==> src/rtl/mux_arb_pkg.sv <==
// Shared definitions for the 8-to-1 arbitrated multiplexer.
// Contents:
//   N_REQ / SEL_W     - number of requesters and width of the select index
//   ST_IDLE / ST_BUSY - FSM state encodings
//   pick_t, rr_pick   - round-robin winner search starting at a given pointer
package mux_arb_pkg;

  localparam int N_REQ = 8;
  localparam int SEL_W = 3;

  localparam logic [0:0] ST_IDLE = 1'b0;
  localparam logic [0:0] ST_BUSY = 1'b1;

  typedef struct packed {
    logic             found;
    logic [SEL_W-1:0] idx;
  } pick_t;

  // First set request bit scanning ptr_v, ptr_v+1, ... modulo N_REQ.
  // The index addition wraps naturally because it is SEL_W bits wide.
  function automatic pick_t rr_pick(input logic [N_REQ-1:0] req_v,
                                    input logic [SEL_W-1:0] ptr_v);
    pick_t            res;
    logic [SEL_W-1:0] cand;
    res.found = 1'b0;
    res.idx   = {SEL_W{1'b0}};
    for (int k = 0; k < N_REQ; k++) begin
      cand = ptr_v + SEL_W'(k);
      if (!res.found && req_v[cand]) begin
        res.found = 1'b1;
        res.idx   = cand;
      end
    end
    return res;
  endfunction

endpackage

==> src/rtl/Mux_8to1.sv <==
// Plain 8-to-1 single-bit multiplexer.
// Ports:
//   s - select index
//   d - eight data inputs
//   y - d[s]
module Mux_8to1
  import mux_arb_pkg::*;
(
  input  logic [SEL_W-1:0] s,
  input  logic [N_REQ-1:0] d,
  output logic             y
);

  assign y = d[s];

endmodule

==> src/rtl/mux_8to1_arbiter.sv <==
// Round-robin arbitrated 8-to-1 multiplexer with a burst limit.
// Ports:
//   clk   - clock, all state changes on its rising edge
//   reset - asynchronous active-high reset
//   req   - request bit per requester
//   d     - data bit per requester
//   grant - registered one-hot grant, zero when idle
//   s     - registered select index of the granted requester
//   busy  - a grant is held
//   y     - d[s] while busy, 0 while idle
module mux_8to1_arbiter
  import mux_arb_pkg::*;
#(
  parameter int MAX_BURST = 4
)
(
  input  logic             clk,
  input  logic             reset,
  input  logic [N_REQ-1:0] req,
  input  logic [N_REQ-1:0] d,
  output logic [N_REQ-1:0] grant,
  output logic [SEL_W-1:0] s,
  output logic             busy,
  output logic             y
);

  localparam logic [2:0] MAX_CNT = 3'(MAX_BURST);

  logic [0:0]       r_state;
  logic [N_REQ-1:0] r_grant;
  logic [SEL_W-1:0] r_s;
  logic [2:0]       r_cnt;
  logic [SEL_W-1:0] r_ptr;

  logic             w_busy;
  logic             w_release;
  logic [SEL_W-1:0] w_scan_ptr;
  pick_t            w_pick;
  logic [N_REQ-1:0] w_win_onehot;
  logic             w_mux_y;

  // Release decision and next-winner search. On a release the scan starts
  // just past the holder, so the holder ranks last and is only re-granted
  // when it is the sole requester left.
  always_comb begin
    w_busy = (r_state == ST_BUSY);
    if (w_busy && (!req[r_s] || (r_cnt == MAX_CNT))) begin
      w_release = 1'b1;
    end else begin
      w_release = 1'b0;
    end
    if (w_release) begin
      w_scan_ptr = r_s + 3'd1;
    end else begin
      w_scan_ptr = r_ptr;
    end
    w_pick       = rr_pick(req, w_scan_ptr);
    w_win_onehot = 8'd1 << w_pick.idx;
  end

  // FSM, grant/select registers, burst counter and round-robin pointer.
  always_ff @(posedge clk or posedge reset) begin
    if (reset) begin
      r_state <= ST_IDLE;
      r_grant <= 8'd0;
      r_s     <= 3'd0;
      r_cnt   <= 3'd0;
      r_ptr   <= 3'd0;
    end else begin
      case (r_state)
        ST_IDLE: begin
          if (w_pick.found) begin
            r_state <= ST_BUSY;
            r_grant <= w_win_onehot;
            r_s     <= w_pick.idx;
            r_cnt   <= 3'd1;
          end else begin
            r_state <= ST_IDLE;
          end
        end
        ST_BUSY: begin
          if (w_release) begin
            r_ptr <= w_scan_ptr;
            if (w_pick.found) begin
              // Handover in the same edge, no idle gap.
              r_grant <= w_win_onehot;
              r_s     <= w_pick.idx;
              r_cnt   <= 3'd1;
            end else begin
              // s deliberately keeps its last value.
              r_state <= ST_IDLE;
              r_grant <= 8'd0;
              r_cnt   <= 3'd0;
            end
          end else begin
            r_cnt <= r_cnt + 3'd1;
          end
        end
        default: begin
          r_state <= ST_IDLE;
          r_grant <= 8'd0;
          r_cnt   <= 3'd0;
        end
      endcase
    end
  end

  Mux_8to1 u_mux (
    .s (r_s),
    .d (d),
    .y (w_mux_y)
  );

  assign grant = r_grant;
  assign s     = r_s;
  assign busy  = w_busy;
  assign y     = w_mux_y & w_busy;

endmodule

==> config.mk <==
export PLATFORM = sky130hd
export DESIGN_NAME = mux_8to1_arbiter
export DESIGN_NICKNAME = d
export VERILOG_FILES = /design/src/rtl/mux_arb_pkg.sv /design/src/rtl/Mux_8to1.sv /design/src/rtl/mux_8to1_arbiter.sv
export SDC_FILE = /design/constraint.sdc
export NUM_CORES = 1
export LEC_CHECK = 0
export ABC_AREA = 1
export CAP_MARGIN = 5
export CELL_PAD_IN_SITES_DETAIL_PLACEMENT = 1
export CELL_PAD_IN_SITES_GLOBAL_PLACEMENT = 2
export CORE_MARGIN = 5
export CORE_UTILIZATION = 30
export DETAILED_ROUTE_END_ITERATION = 8
export GPL_TIMING_DRIVEN = 0
export HOLD_SLACK_MARGIN = 0.15
export PLACE_DENSITY_LB_ADDON = 0.12
export SLEW_MARGIN = 25
export SYNTH_ARGS = -nofsm -noshare
export SYNTH_HDL_FRONTEND = slang
export SYNTH_SLANG_ARGS = --single-unit
==> constraint.sdc <==
create_clock -name clk -period 3.8 [get_ports clk]
set_clock_uncertainty 0.1 [all_clocks]
set_input_delay 1.14 -clock clk [delete_from_list [all_inputs] [get_ports clk]]
set_output_delay 1.14 -clock clk [all_outputs]
set_load 0.02 [all_outputs]
==> impl_metrics.py <==
metrics = {
    "run_status": {
        "outcome": "finished, final reports clean",
    },
    "setup_path": {
        "startpoint_type": "input port",
        "critPathRequiredTime_ns": 3.85,
        "worstSetupPathType": "in2reg",
        "cpMaxStageDelayCell": "nor2_4",
        "critPathCaptureType": "flip-flop",
        "reg2reg_slack_ns": 0.50,
        "cp_max_fo": 6,
        "rr_endpoint": "grant[4]",
        "r2r-start": "s[0]",
        "cp_num_cells": 26,
        "crit_buf_inv": 5,
        "cp_top_family": "simple AND/OR/NAND/NOR gates",
        "rr_worst_depth": 26,
        "crit_top_cell": "nand3_2",
        "critical_path_arrival_ns": 3.75,
        "cp_slowest_stage_delay_ns": 0.17,
    },
    "layout": {
        "final_cell_mix": "nand2_1, nand3_1, buf_4, nand3_2, nand2_2",
        "antenna_cells": 0,
        "layout-drive-gt1-share_pct": 47.4,
        "nets": 410,
        "area_growth_pct": 56.0,
        "final_common_cell": "nand2_1",
    },
    "place": {
        "gp_congestion": 0.806,
        "dp_hpwl_um": 5440,
        "port_buffers": 30,
    },
    "yosys": {
        "synth_top_area_share_pct": 21.6,
        "synth_top_area_cell": "dfrtp_1",
        "synth-seq-cells": 18,
        "avgSynthCellArea_um2": 6.74,
        "synth.distinct_cells": 32,
        "netlist_instances": 310,
        "synth-seq-area-share_pct": 21.6,
        "syn_area_mm2": 0.00209,
        "synthTopCellsByArea": "dfrtp_1, nand3_1, nand2_1",
        "syn-num-nets": 333,
        "ys_warn_count": 0,
    },
    "detailed_routing": {
        "finalWirelength_um": 7990,
        "vias": 2460,
        "detail_route.first_pass.iterations": 4,
        "ant_nets": 0,
        "drc_errors": 0,
        "drt_iter0_markers": 68,
        "vias_per_cell": 5.10,
        "routedWlPerCell_um": 16.6,
    },
    "sta": {
        "finalCriticalPeriod_ns": 3.70,
        "finalMaxSlewViolations": 0,
        "fin_crit_sh_pct": 97.4,
        "final_hold_viol_count": 0,
        "hold-worst-slack_ns": 0.388,
        "final.setup.tns_ns": 0,
        "max_slew_margin_pct": 50.6,
        "setup_viol": 0,
        "rsz0062_at_grt": "true",
        "worst_pin_slew_ns": 0.740,
        "fmax_ghz": 0.270,
    },
    "job": {
        "cap_violations": 0,
    },
    "clock_network": {
        "clk_pin_slew_ns": 0.07,
        "holdBufCountCts": 0,
        "cts_inserted_buffers": 3,
        "clockBufferDepth": 2,
        "cts_tree": "built",
        "root_buffer": "clkbuf_8",
        "insertion_delay_ns": 0.25,
        "cts_max_level": 1,
        "clock_sinks": 18,
    },
    "global_route": {
        "grt_max_degree": 19,
        "grt_pass1_wl_um": 12400,
        "antenna_found_initial": 0,
        "overflow": 0,
        "track_usage_pct": 17.7,
        "grt_pass1_vias": 2457,
    },
    "die": {
        "core_mm2": 0.00679,
        "rows": 30,
        "chipWidth_um": 93.4,
        "initial_core_util_pct": 30.7,
        "ioPinCount": 31,
        "dieArea_mm2": 0.00873,
        "dieHeight_um": 93.4,
    },
    "worst_hold_path": {
        "whs_path_depth": 2,
        "hp-class": "reg2reg",
        "min_to": "grant[7]",
        "min-delay-start": "grant[7]",
    },
}
[metal layers]
metal	up-vias	part of all wire [%]	GRT usage [%]
li1	1177	-	-
met1	1216	42	22.4
met2	47	51	31.8
met3	20	3.4	1.37
met4	0	3.1	5.13
met5	-	0	0
[repair_timing]
action | in CTS | in global routing
gates resized for setup | 91 | 52
endpoints found under the setup margin | 16 | 12
setup buffers | 30 | 14
pin swaps | 37 | 43
[through the flow]
step / cell area (um2) / setup slack [ns] / std cells / utilization [%]
after floorplan: 2090 / 0.0244 / 310 / -
after global placement: 2510 / -1.19 / 436 / 37.0
after detailed placement: 2510 / -1.17 / 436 / 37.0
after CTS: 2980 / 0.0159 / 470 / 43.9
after global routing: 3260 / -0.0557 / 482 / 48.0
final: 3260 / 0.0990 / 482 / 48.0
[worst reg2reg max path: cells and delay by family (launching register included)]
family                   cells  cell delay [ns]
adder cells (fa/ha/maj)      1             0.16
AND/OR/NAND/NOR             20             1.91
flip-flops                   1             0.41
buffers and inverters        5             0.60
[worst max path at each step]
| stage | startpoint | end | slack, ns |
|---|---|---|---|
| final | req[7] | grant[4] | 0.1 |
| after floorplan | req[7] | grant[7] | 0.02 |
| after CTS | req[2] | grant[4] | 0.02 |
| after detailed placement | req[7] | grant[7] | -1.17 |
| after global routing | req[7] | grant[4] | -0.06 |
| after global placement | req[7] | grant[7] | -1.19 |
[Yosys cell counts]
| cell | count |
|---|---|
| inv_1 | 32 |
| o21ai_0 | 10 |
| o21ai_2 | 2 |
| buf_6 | 3 |
| a21oi_1 | 1 |
| nand2_1 | 79 |
| nor2_4 | 2 |
| nand3_2 | 11 |
| nor2_1 | 22 |
| a31oi_1 | 1 |
| inv_4 | 1 |
| xnor2_1 | 2 |
| a21boi_0 | 1 |
| nand4_2 | 3 |
| nand3_1 | 70 |
| clkinv_1 | 1 |
| nand3b_1 | 1 |
| nand4_1 | 5 |
| buf_4 | 1 |
| o21ai_1 | 1 |
| clkbuf_1 | 1 |
| inv_2 | 2 |
| nand2_4 | 9 |
| nand2_2 | 13 |
| o211ai_1 | 1 |
| nand2_8 | 3 |
| nand3_4 | 3 |
| inv_8 | 1 |
| o22ai_1 | 1 |
| nor2_2 | 4 |
| dfrtp_1 | 18 |
| ha_1 | 5 |
[registers in the layout (all words and copies together), names as in the netlist]
name / cells
busy: 1
r_cnt: 3
grant: 8
r_ptr: 3
s: 3
[final cells by class]
type,count,area (um2)
Sequential cell,18,450
Multi-Input combinational cell,250,1820
Buffer,3,30.0
Clock buffer,4,55.1
Timing Repair Buffer,74,613
Tap cell,96,120
Inverter,37,166
Fill cell,849,3540
[kinds of logic after synthesis]
| kind of cell | synth area share (%) |
|---|---|
| AND/OR/NAND/NOR | 60.3 |
| XOR/XNOR | 0.839 |
| AO/OA/AOI/OAI | 5.03 |
| flip-flops | 21.6 |
| adder cells (fa/ha/maj) | 3.00 |
| buffers and inverters | 9.29 |
Power is not shown: default switching activity piles up to over one toggle a cycle in this logic, so the estimate is an artifact.
